## config.mk

```make
export PLATFORM = sky130hd
export DESIGN_NAME = hazard_control_unit
export DESIGN_NICKNAME = d
export VERILOG_FILES = /design/src/rtl/core_pkg.sv /design/src/rtl/sat_counter.sv /design/src/rtl/hazard_control_unit.sv
export SDC_FILE = /design/constraint.sdc
export NUM_CORES = 1
export LEC_CHECK = 0
export BUFFER_PORTS_ARGS = -buffer_cell sky130_fd_sc_hd__buf_2
export CORE_UTILIZATION = 45
export DETAILED_ROUTE_END_ITERATION = 10
export PLACE_DENSITY = 0.68
export RECOVER_POWER = 50
export SYNTH_ARGS = -nofsm -noshare
export SYNTH_HDL_FRONTEND = slang
export SYNTH_SLANG_ARGS = --single-unit
export TNS_END_PERCENT = 50
```

## constraint.sdc

```tcl
create_clock -name clk -period 2.69 [get_ports clk]
set_input_delay 0.269 -clock clk [delete_from_list [all_inputs] [get_ports clk]]
set_output_delay 0.269 -clock clk [all_outputs]
set_load 0.01 [all_outputs]
```

## src/rtl/core_pkg.sv

```systemverilog
// Shared definitions for the pipeline sequencer: forward-select codes,
// the zero register index and the shadow-stage record.
package core_pkg;

    localparam logic [1:0] FWD_IDEX  = 2'b00;
    localparam logic [1:0] FWD_EXMEM = 2'b10;
    localparam logic [1:0] FWD_MEMWB = 2'b01;

    localparam logic [4:0] REG_X0 = 5'd0;

    typedef struct packed {
        logic       valid;
        logic [4:0] rd;
        logic       reg_write;
        logic       mem_read;
    } shadow_stage_t;

    // A stage supplies source r only if it really writes a non-zero rd equal
    // to r, and the ID instruction actually reads that source.
    function automatic logic src_match(input shadow_stage_t s,
                                       input logic [4:0]    r,
                                       input logic          use_r);
        return s.valid & s.reg_write & (s.rd == r) & (r != REG_X0) & use_r;
    endfunction

endpackage

```

## src/rtl/sat_counter.sv

```systemverilog
// Saturating up-counter with asynchronous active-high reset.
module sat_counter #(
    parameter int W = 16
) (
    input  logic         clk,
    input  logic         reset,
    input  logic         inc,
    output logic [W-1:0] count
);

    localparam logic [W-1:0] ONE = W'(1);

    // Count up on inc, holding at all-ones instead of wrapping.
    always_ff @(posedge clk or posedge reset) begin
        if (reset) begin
            count <= '0;
        end else if (inc && (count != '1)) begin
            count <= count + ONE;
        end
    end

endmodule

```

## src/rtl/hazard_control_unit.sv

```systemverilog
// Hazard detection, stall/flush control and forward-select generation for
// the 5-stage RV32I pipeline. A shadow copy of rd/write/load info for EX,
// MEM and WB is compared against the ID sources each cycle.
import core_pkg::*;

module hazard_control_unit #(
    parameter bit FORWARDING_EN = 1'b1,
    parameter int CNT_W         = 16
) (
    input  logic             clk,
    input  logic             reset,
    input  logic             id_valid_i,
    input  logic [4:0]       id_rs1_i,
    input  logic [4:0]       id_rs2_i,
    input  logic             id_use_rs1_i,
    input  logic             id_use_rs2_i,
    input  logic [4:0]       id_rd_i,
    input  logic             id_reg_write_i,
    input  logic             id_mem_read_i,
    input  logic             ex_redirect_i,
    output logic             pc_enable_o,
    output logic             if_id_enable_o,
    output logic             if_id_flush_o,
    output logic             id_ex_bubble_o,
    output logic [1:0]       fwd_a_sel_o,
    output logic [1:0]       fwd_b_sel_o,
    output logic [CNT_W-1:0] stall_cycles_o,
    output logic [CNT_W-1:0] flush_count_o
);

    shadow_stage_t ex_q, mem_q, wb_q;
    logic [2:0]    match_a, match_b;   // bit 0 = EX, 1 = MEM, 2 = WB
    logic          hazard_a, hazard_b;
    logic          stall, advance;
    logic [1:0]    sel_a_next, sel_b_next;

    // Per-source matches and the stall decision. With forwarding, only a
    // load in EX or a WB-only producer (register file is not write-through)
    // needs a stall; without it, any in-flight producer does.
    always_comb begin
        match_a[0] = src_match(ex_q,  id_rs1_i, id_use_rs1_i);
        match_a[1] = src_match(mem_q, id_rs1_i, id_use_rs1_i);
        match_a[2] = src_match(wb_q,  id_rs1_i, id_use_rs1_i);
        match_b[0] = src_match(ex_q,  id_rs2_i, id_use_rs2_i);
        match_b[1] = src_match(mem_q, id_rs2_i, id_use_rs2_i);
        match_b[2] = src_match(wb_q,  id_rs2_i, id_use_rs2_i);
        if (FORWARDING_EN) begin
            hazard_a = (match_a[0] & ex_q.mem_read) | (match_a[2] & ~match_a[0] & ~match_a[1]);
            hazard_b = (match_b[0] & ex_q.mem_read) | (match_b[2] & ~match_b[0] & ~match_b[1]);
        end else begin
            hazard_a = |match_a;
            hazard_b = |match_b;
        end
        stall   = id_valid_i & (hazard_a | hazard_b);
        advance = ~stall & ~ex_redirect_i;
    end

    // Pipeline control: a redirect overrides a stall and flushes IF/ID.
    always_comb begin
        pc_enable_o    = ex_redirect_i | ~stall;
        if_id_enable_o = ex_redirect_i | ~stall;
        if_id_flush_o  = ex_redirect_i;
        id_ex_bubble_o = ex_redirect_i | stall;
    end

    // Forward select for the instruction about to enter EX, youngest first.
    always_comb begin
        sel_a_next = FWD_IDEX;
        sel_b_next = FWD_IDEX;
        if (FORWARDING_EN) begin
            if (match_a[0] & ~ex_q.mem_read) sel_a_next = FWD_EXMEM;
            else if (match_a[1])             sel_a_next = FWD_MEMWB;
            if (match_b[0] & ~ex_q.mem_read) sel_b_next = FWD_EXMEM;
            else if (match_b[1])             sel_b_next = FWD_MEMWB;
        end
    end

    // Shadow pipeline: shift every cycle, inserting a bubble into EX when
    // ID is held or squashed.
    always_ff @(posedge clk or posedge reset) begin
        if (reset) begin
            ex_q  <= '0;
            mem_q <= '0;
            wb_q  <= '0;
        end else begin
            wb_q  <= mem_q;
            mem_q <= ex_q;
            ex_q  <= '{valid:     id_valid_i & advance,
                       rd:        id_rd_i,
                       reg_write: id_reg_write_i,
                       mem_read:  id_mem_read_i};
        end
    end

    // Registered forward selects; cleared whenever ID does not advance.
    always_ff @(posedge clk or posedge reset) begin
        if (reset) begin
            fwd_a_sel_o <= FWD_IDEX;
            fwd_b_sel_o <= FWD_IDEX;
        end else begin
            fwd_a_sel_o <= advance ? sel_a_next : FWD_IDEX;
            fwd_b_sel_o <= advance ? sel_b_next : FWD_IDEX;
        end
    end

    sat_counter #(.W(CNT_W)) u_stall_cnt (
        .clk   (clk),
        .reset (reset),
        .inc   (stall & ~ex_redirect_i),
        .count (stall_cycles_o)
    );

    sat_counter #(.W(CNT_W)) u_flush_cnt (
        .clk   (clk),
        .reset (reset),
        .inc   (ex_redirect_i),
        .count (flush_count_o)
    );

endmodule

```

# After elaboration in Yosys (flattened, before gate mapping)
# Cells that the tools add are included.
# op_classes
n_addsub	2
n_eq_ne	8
muxes	6
bitwise	45
n_reduce_logical	4
# op_table
op	n
$and 1x1->1	33
$add 16x1->16 const B	2
$ne 16x16->1 const B	2
$eq 5x5->1	6
$reduce_bool 5->1	2
$mux 2	4
$not 1->1	7
$or 1x1->1	5
$logic_and 1x1->1	2
$mux 1	2
# word_totals
register_bits	58
in_bits	23
output_inout_bits	40
wordCells	79

# Depth between registers and ports, before layout
# Gate-level depths: netlist of run 1.
# depth
word_depth	13
mapped_depth	8
ltp_nobuf	8

# Cells and area by module
# Synthesis of run 1 repeated with hierarchy kept, for this count alone.
# unflattened
cells_unflattened	244
hier_area_um2	2842.7
# by_module_without_submodules
mod	n_inst	cells_each	area_each_um2	seq_area_each_um2
sat_counter	2	71	805.8	400.4
hazard_control_unit	1	102	1231.2	650.6

# Worst setup path before layout of run 1
# No wires, ideal clock.
# synth_path
path_kind	register to register
startpoint	reg wb_q[6] (netlist bit)
endpoint	reg u_stall_cnt.count[1]
setup_time_ns	0.125
arrival_time_ns	2.133
required_time_ns	2.565
path_slack_ns	0.432
stages_incl_launch_ff	8
n_path_buf	0
period_less_slack_ns	2.258
path_cell_list	dfrtp_1 > xor2_1 > or4_4 > nor4_4 > nand3_2 > nor3b_4 > nor3_1 > mux2_2
# synth_between
elab_chain_cells	11
word_cells_on_any_way	18
cone_classes	2 x eq/ne; 15 x bitwise; 1 x reduce/logical
# synth_lines
item	line	source
start: declaration	hazard_control_unit.sv:31	shadow_stage_t ex_q, mem_q, wb_q;
start signal: assignment	hazard_control_unit.sv:86	wb_q <= mem_q;
$eq 5x5->1	core_pkg.sv:23	return s.valid & s.reg_write & (s.rd == r) & (r != REG_X0) & use_r;
$and 1x1->1 (3 in series)	core_pkg.sv:23	
$and 1x1->1 (on tied branches) (2 in series)	hazard_control_unit.sv:48, hazard_control_unit.sv:49	
$or 1x1->1 (on tied branches)	hazard_control_unit.sv:48, hazard_control_unit.sv:49	
$or 1x1->1 *	hazard_control_unit.sv:54	stall = id_valid_i & (hazard_a | hazard_b);
$and 1x1->1 *	hazard_control_unit.sv:54	
$and 1x1->1 *	hazard_control_unit.sv:109	.inc (stall & ~ex_redirect_i),
$logic_and 1x1->1 *	sat_counter.sv:17	end else if (inc && (count != '1)) begin
end signal: assignment	sat_counter.sv:18	count <= count + ONE;
end: declaration	sat_counter.sv:8	output logic [W-1:0] count
# Mark *: on every way between the ends. The rest lies on a longest branch, timed or not.
# A chain may end at the register's enable or synchronous reset.

# Final worst setup path of run 1
# layout_path
startpoint	reg mem_q[6] (netlist bit)
endpoint	out id_ex_bubble_o
# layout_between
elab_chain_cells	10
word_cells_on_any_way	17
cone_classes	2 x eq/ne; 15 x bitwise
# layout_lines
item	line	source
start: declaration	hazard_control_unit.sv:31	
start signal: assignment	hazard_control_unit.sv:87	mem_q <= ex_q;
$eq 5x5->1	core_pkg.sv:23	
$and 1x1->1 (3 in series)	core_pkg.sv:23	
$not 1->1 (on tied branches)	hazard_control_unit.sv:48, hazard_control_unit.sv:49	
$and 1x1->1 (on tied branches)	hazard_control_unit.sv:48, hazard_control_unit.sv:49	
$or 1x1->1 (on tied branches)	hazard_control_unit.sv:48, hazard_control_unit.sv:49	
$or 1x1->1 *	hazard_control_unit.sv:54	
$and 1x1->1 *	hazard_control_unit.sv:54	
$or 1x1->1 *	hazard_control_unit.sv:63	id_ex_bubble_o = ex_redirect_i | stall;
end: declaration	hazard_control_unit.sv:24	output logic id_ex_bubble_o,
# Marks and branches as above.

==> results.json, run 1 <==
{
  "min_period_ns": 2.63,
  "grt_pass1_wl_mm": 9.45,
  "antenna_cells": 0,
  "design.portCount": 63,
  "drt-pass1-iter-count": 6,
  "timing_max_transition_violations_final": 0,
  "remaining_drc_errors": 0,
  "drive_above_1_share": 0.280,
  "die_x_microns": 80.9,
  "htree_levels": 3,
  "p_sw_mw": 0.610,
  "final_common_cell": "dfrtp_1",
  "cp_data_arrival_time_ns": 2.36,
  "antenna_found_initial": 0,
  "ant_nets": 0,
  "clk_pin_slew_worst_paths_ns": 0.07,
  "tightest_slew_ns": 0.988,
  "clkSinkCount": 58,
  "sequentialPowerShare": 0.486,
  "cp_cell_sequence": "xor2_1 > nor4_2 > nand4_1 > and4bb_1 > or3_1 > nand2b_4 > buf_2",
  "ys_seq_elements": 58,
  "std_cell_rows": 28,
  "hold_violations": 0,
  "crit_path_max_incr_delay_ns": 0.43,
  "drv_cap": 0,
  "clock_latency_ns": 0.33,
  "syn_inst": 234,
  "synth_area_sq_um": 2800,
  "synth_ff_type": "dfrtp_1",
  "core_area_sq_um": 5960,
  "dp_hpwl_mm": 4.13,
  "rsz0062_at_grt": "true",
  "relSlewSlack": 0.341,
  "final_nets": 341,
  "clockBufferDepth": 2,
  "end_kind": "primary output",
  "period_share": 0.979,
  "critical_path_class": "reg -> out",
  "fin_util": 0.591,
  "synth_area_per_cell_sq_um": 12.0,
  "p_total_mw": 2.11,
  "grt_pass1_vias": 2013,
  "status": "finished, final reports clean",
  "p_leak_nw": 1.55,
  "wl_mm": 5.86,
  "peakVddDrop_mv": 0.419,
  "root_buffer": "clkbuf_8",
  "via_per_inst": 5.21,
  "die-height_microns": 80.9,
  "slowest_stage": "dfrtp_1",
  "fmax_mhz": 380,
  "numCtsBuffers": 9,
  "grt-ovfl-total": 0,
  "skew_ns": 0.00777,
  "startpoint_type": "flop",
  "ys_types": 41,
  "vias": 2062,
  "gp_congestion": 0.835,
  "wl_per_cell_microns": 14.8,
  "synth-edff-count": 0,
  "cts_tree": "built",
  "finalSetupViolations": 0,
  "worstPathRequired_ns": 2.42,
  "pwr-share-clk": 0.382,
  "switching_share": 0.289,
  "initial_utilization": 0.471,
  "combPwrFrac": 0.132,
  "dieArea_sq_um": 6550,
  "async_reset_ff_frac": 1.00,
  "dp_slack_ns": 0.184,
  "synth_nets": 259,
  "ys_warn_count": 0,
  "io_buffers": 62,
  "setup-tns-final_ns": 0,
  "power.density_nw_per_um2": 600,
  "grt_usage": 0.197,
  "final_cell_mix": "dfrtp_1, xor2_1, buf_2",
  "drt_first_iter_violations": 87,
  "grt_max_degree": 28,
  "synth-seq-area-share": 0.518,
  "p_int_mw": 1.50,
  "fin_ws_ns": 0.0565,
  "crit_fanout": 4,
  "fin_hold_ws_ns": 0.0413,
  "area_growth_pct": 25.4,
  "hold_path.class": "in -> reg"
}
[stage by stage]
step | instance area [sq um] | std cells
detailed placement | 3210 | 371
global placement | 3210 | 371
finish | 3520 | 396
CTS | 3490 | 392
global route | 3520 | 396
floorplan | 2800 | 234
[synth_stat cells, types with 3 or more instances]
cell type,n,area (sq um)
and3_1,3,18.8
and4_1,5,43.8
clkbuf_1,3,11.3
dfrtp_1,58,1450
inv_1,4,15.0
mux2_2,3,33.8
nand2_1,15,56.3
nand3_1,13,65.1
nand4_1,9,56.3
nor2_1,5,18.8
nor3_1,5,25.0
nor4_1,11,68.8
nor4_2,3,37.5
nor4_4,3,63.8
or4_1,5,37.5
xnor2_1,21,184
xor2_1,37,324
[area by class of cell]
| class | count | area (sq um) |
|---|---|---|
| Sequential cell | 58 | 1450 |
| Clock inverter | 7 | 80.1 |
| Inverter | 4 | 15.0 |
| Clock buffer | 9 | 124 |
| Multi-Input combinational cell | 165 | 1340 |
| Tap cell | 75 | 93.8 |
| Fill cell | 539 | 2440 |
| Timing Repair Buffer | 78 | 413 |
[power by group through the flow]
stage / registers (mW) / clock network (mW) / logic, mW
3_5_place_dp: 1.04 / 0 / 0.280
3_3_place_gp: 1.04 / 0 / 0.276
2_1_floorplan: 1.05 / 0 / 0.148
4_1_cts: 1.02 / 0.823 / 0.285
5_1_grt: 1.04 / 0.869 / 0.315
6_report: 1.02 / 0.807 / 0.278
[per-layer routing]
layer | track usage | share of wire
met1 | 0.261 | 0.48
met2 | 0.297 | 0.45
met3 | 0.0596 | 0.048
met4 | 0.0857 | 0.017
met5 | 0 | 0
[final timing paths]
kind	startpoint	to	slack, ns	cells past startpoint
hold reg to reg	ex_q[7]	mem_q[7]	0.41	0
setup reg to reg	wb_q[6]	u_stall_cnt.count[12]	0.15	9
min in group asynchronous	reset	u_flush_cnt.count[5]	0.71	3
max in group asynchronous	reset	u_stall_cnt.count[15]	1.12	4
hold / removal	id_rd_i[3]	ex_q[5]	0.04	1
setup / recovery	mem_q[6]	id_ex_bubble_o	0.06	7
[cells by family (layout without fill, tap and decap cells)]
family / count (synthesis) / in the layout / synth area share
AO/OA/AOI/OAI: 6 / 6 / 0.0205
buffers and inverters: 11 / 98 / 0.0219
multiplexers: 3 / 3 / 0.0120
XOR/XNOR: 58 / 58 / 0.181
AND/OR/NAND/NOR: 96 / 96 / 0.238
flip-flops: 58 / 58 / 0.518
adder cells (fa/ha/maj): 2 / 2 / 0.00892
[critical path, delay by kind of cell (launching register included)]
kind | cells | cell delay (ns)
xor gates and xnor gates | 1 | 0.18
buffers and inverters | 1 | 0.14
DFF | 1 | 0.43
and+or+nand+nor | 5 | 1.28
[flip-flops by register name (all words and copies together) (netlist names)]
name               cells
fwd_b_sel_o            2
mem_q                  7
u_stall_cnt.count     16
u_flush_cnt.count     16
fwd_a_sel_o            2
ex_q                   8
wb_q                   7
[timing repair]
item                                    in CTS  in global routing
endpoints found under the hold margin       25                  0
endpoints found under the setup margin       3                  4
resized for setup                            4                  6
hold buffers                                 1                  0
pin swaps                                    6                  5
setup buffers                                4                  4
(Power assumes the default switching activity.)
==> run 2: changes to the inputs <==
--- a/config.mk
+++ b/config.mk
@@ -6,6 +6,7 @@
 export NUM_CORES = 1
 export LEC_CHECK = 0
 export BUFFER_PORTS_ARGS = -buffer_cell sky130_fd_sc_hd__buf_2
+export CORE_ASPECT_RATIO = 0.5
 export CORE_UTILIZATION = 45
 export DETAILED_ROUTE_END_ITERATION = 10
 export PLACE_DENSITY = 0.68
==> run 2 against run 1 <==
- hold slack improved by 0.0097 ns
- fmax rose by 0.20%
- power rose by 19%
- critical path depth is the same
- clock skew shrank 0.0029 ns
- cell count grew 0.25%
- flip-flop and latch count unchanged
- global-route usage grew 0.42 points
- count of clock-buffer cells in the layout rose by 1
- largest cell class unchanged
- highest routed layer unchanged
==> results.json, run 2 (synthesis results as in run 1) <==
{
  "vias": 2060,
  "grt_usage": 0.201,
  "clock_latency_ns": 0.32,
  "drive_above_1_share": 0.361,
  "drt_first_iter_violations": 124,
  "stdcell_area_sq_um": 3590,
  "peakVddDrop_mv": 0.468,
  "grt_pass1_vias": 2025,
  "grt-ovfl-total": 0,
  "min_period_ns": 2.63,
  "status": "finished, final reports clean",
  "grt_max_degree": 59,
  "htree_levels": 3,
  "hold_path_depth": 1,
  "std_cell_rows": 19,
  "wl_per_cell_microns": 15.1,
  "drv_cap": 0,
  "holdBufCountCts": 0,
  "antenna_found_initial": 0,
  "end_kind": "primary output",
  "power.density_nw_per_um2": 701,
  "rsz0062_at_grt": "true",
  "hold_violations": 0,
  "crit_fanout": 4,
  "skew_ns": 0.00487,
  "remaining_drc_errors": 0,
  "ff2ff_setup_slack_ns": 0.13,
  "finalSetupViolations": 0,
  "place_inst": 379,
  "root_buffer": "clkbuf_16",
  "clk_pin_slew_worst_paths_ns": 0.05,
  "critical_path_class": "reg -> out",
  "tightest_slew_ns": 1.39,
  "regToRegEndpoint": "u_stall_cnt.count[13]",
  "largestRegisters": "u_flush_cnt.count (16), u_stall_cnt.count (16), ex_q (8)",
  "area_growth_pct": 28.2,
  "drt-pass1-iter-count": 4,
  "hold_end": "ex_q[5]",
  "min-delay-start": "id_rd_i[3]",
  "r2r-start": "ex_q[3]",
  "die-height_microns": 57.8,
  "worstPathRequired_ns": 2.42,
  "fin_cells": 397,
  "p_leak_nw": 1.70,
  "final_common_cell": "buf_2",
  "relSlewSlack": 0.0734,
  "postPlaceCellArea_sq_um": 3220,
  "r2r_cells": 9,
  "cts_tree": "built",
  "via_per_inst": 5.19,
  "design.portCount": 63,
  "gp_congestion": 0.850,
  "final_cell_mix": "buf_2, dfrtp_1, xor2_1",
  "antenna_cells": 0,
  "clockBufferDepth": 2,
  "initial_utilization": 0.489,
  "clkSinkCount": 58,
  "timing_max_transition_violations_final": 0,
  "io_buffers": 62,
  "cp_data_arrival_time_ns": 2.36,
  "ant_nets": 0,
  "core_area_sq_um": 5730,
  "numCtsBuffers": 9,
  "fmax_mhz": 380,
  "startpoint_type": "flop",
  "die_x_microns": 114,
  "period_share": 0.977,
  "final_nets": 333,
  "hold_path.class": "in -> reg",
  "wl_mm": 6.00,
  "grt_pass1_wl_mm": 9.94,
  "dieArea_sq_um": 6570,
  "dp_hpwl_mm": 4.16
}
run 2: cell types whose count changed in the layout (fill, tap and decap cells not counted), moves of 2 or more:
cell / before / now
buf_2: 31 / 62
clkbuf_1: 29 / 0
clkbuf_16: 0 / 9
clkbuf_8: 9 / 1
buf_4: 14 / 7
clkinv_2: 0 / 4
clkinv_4: 4 / 0
buf_6: 3 / 0
clkinvlp_4: 2 / 0
run 2: stage by stage:
step	hold WS (ns)	TNS, ns	power (mW)	util	setup slack, ns
global route	0.0344	-0.142	2.63	0.627	-0.0470
global placement	0.379	0	1.31	0.562	0.225
detailed placement	0.379	0	1.32	0.562	0.202
finish	0.0511	0	2.52	0.627	0.0617
CTS	0.0389	-0.00310	2.54	0.619	-0.00310
floorplan	0.300	0	1.20	-	0.432
run 2: how the worst max path moves through the flow:
stage / start / endpoint / slack (ns) / depth (start not counted)
6_report: ex_q[3] / pc_enable_o / 0.06 / 7
5_1_grt: ex_q[3] / pc_enable_o / -0.05 / 7
4_1_cts: ex_q[4] / id_ex_bubble_o / -0.003 / 7
3_5_place_dp: id_rs1_i[4] / u_stall_cnt.count[1] / 0.20 / 8
3_3_place_gp: ex_q[3] / u_stall_cnt.count[1] / 0.22 / 7
2_1_floorplan: wb_q[6] / u_stall_cnt.count[1] / 0.43 / 7
run 2: area by class of cell:
type                    count  area, sq um
multi-input cells         165         1340
flip-flops and latches     58         1450
inverters                   4         15.0
fillers                   455         2130
clock inverters             6         80.1
well taps                  84          105
clock buffers              10          239
repair buffers             70          368
run 2: routing by layer:
layer / global-route usage / vias to the layer above / part of all wire
met2: 0.316 / 53 / 0.48
met3: 0.0659 / 7 / 0.052
met4: 0.0714 / 0 / 0.0098
met1: 0.265 / 1023 / 0.46
met5: 0 / - / 0
li1: - / 977 / -
run 2: what timing repair did:
| item | 4_1_cts | 5_1_grt |
|---|---|---|
| resized for setup | 0 | 7 |
| setup endpoints to repair | 3 | 4 |
| buffers inserted | 1 | 1 |
| cloned | 0 | 0 |
| pin swaps | 1 | 2 |
run 2: worst max-delay path, cell delays in order (launching register included):
cell	delay, ns
dfrtp_1	0.42
xor2_1	0.20
nor4_2	0.31
nand3_2	0.17
o32ai_2	0.42
nor3b_4	0.11
or2_1	0.25
buf_2	0.15
run 2: where the power goes:
group	switching, mW	leakage (nW)	internal (mW)
clock network	0.380	0.162	0.827
registers	0.0807	0.751	0.944
logic	0.154	0.783	0.133
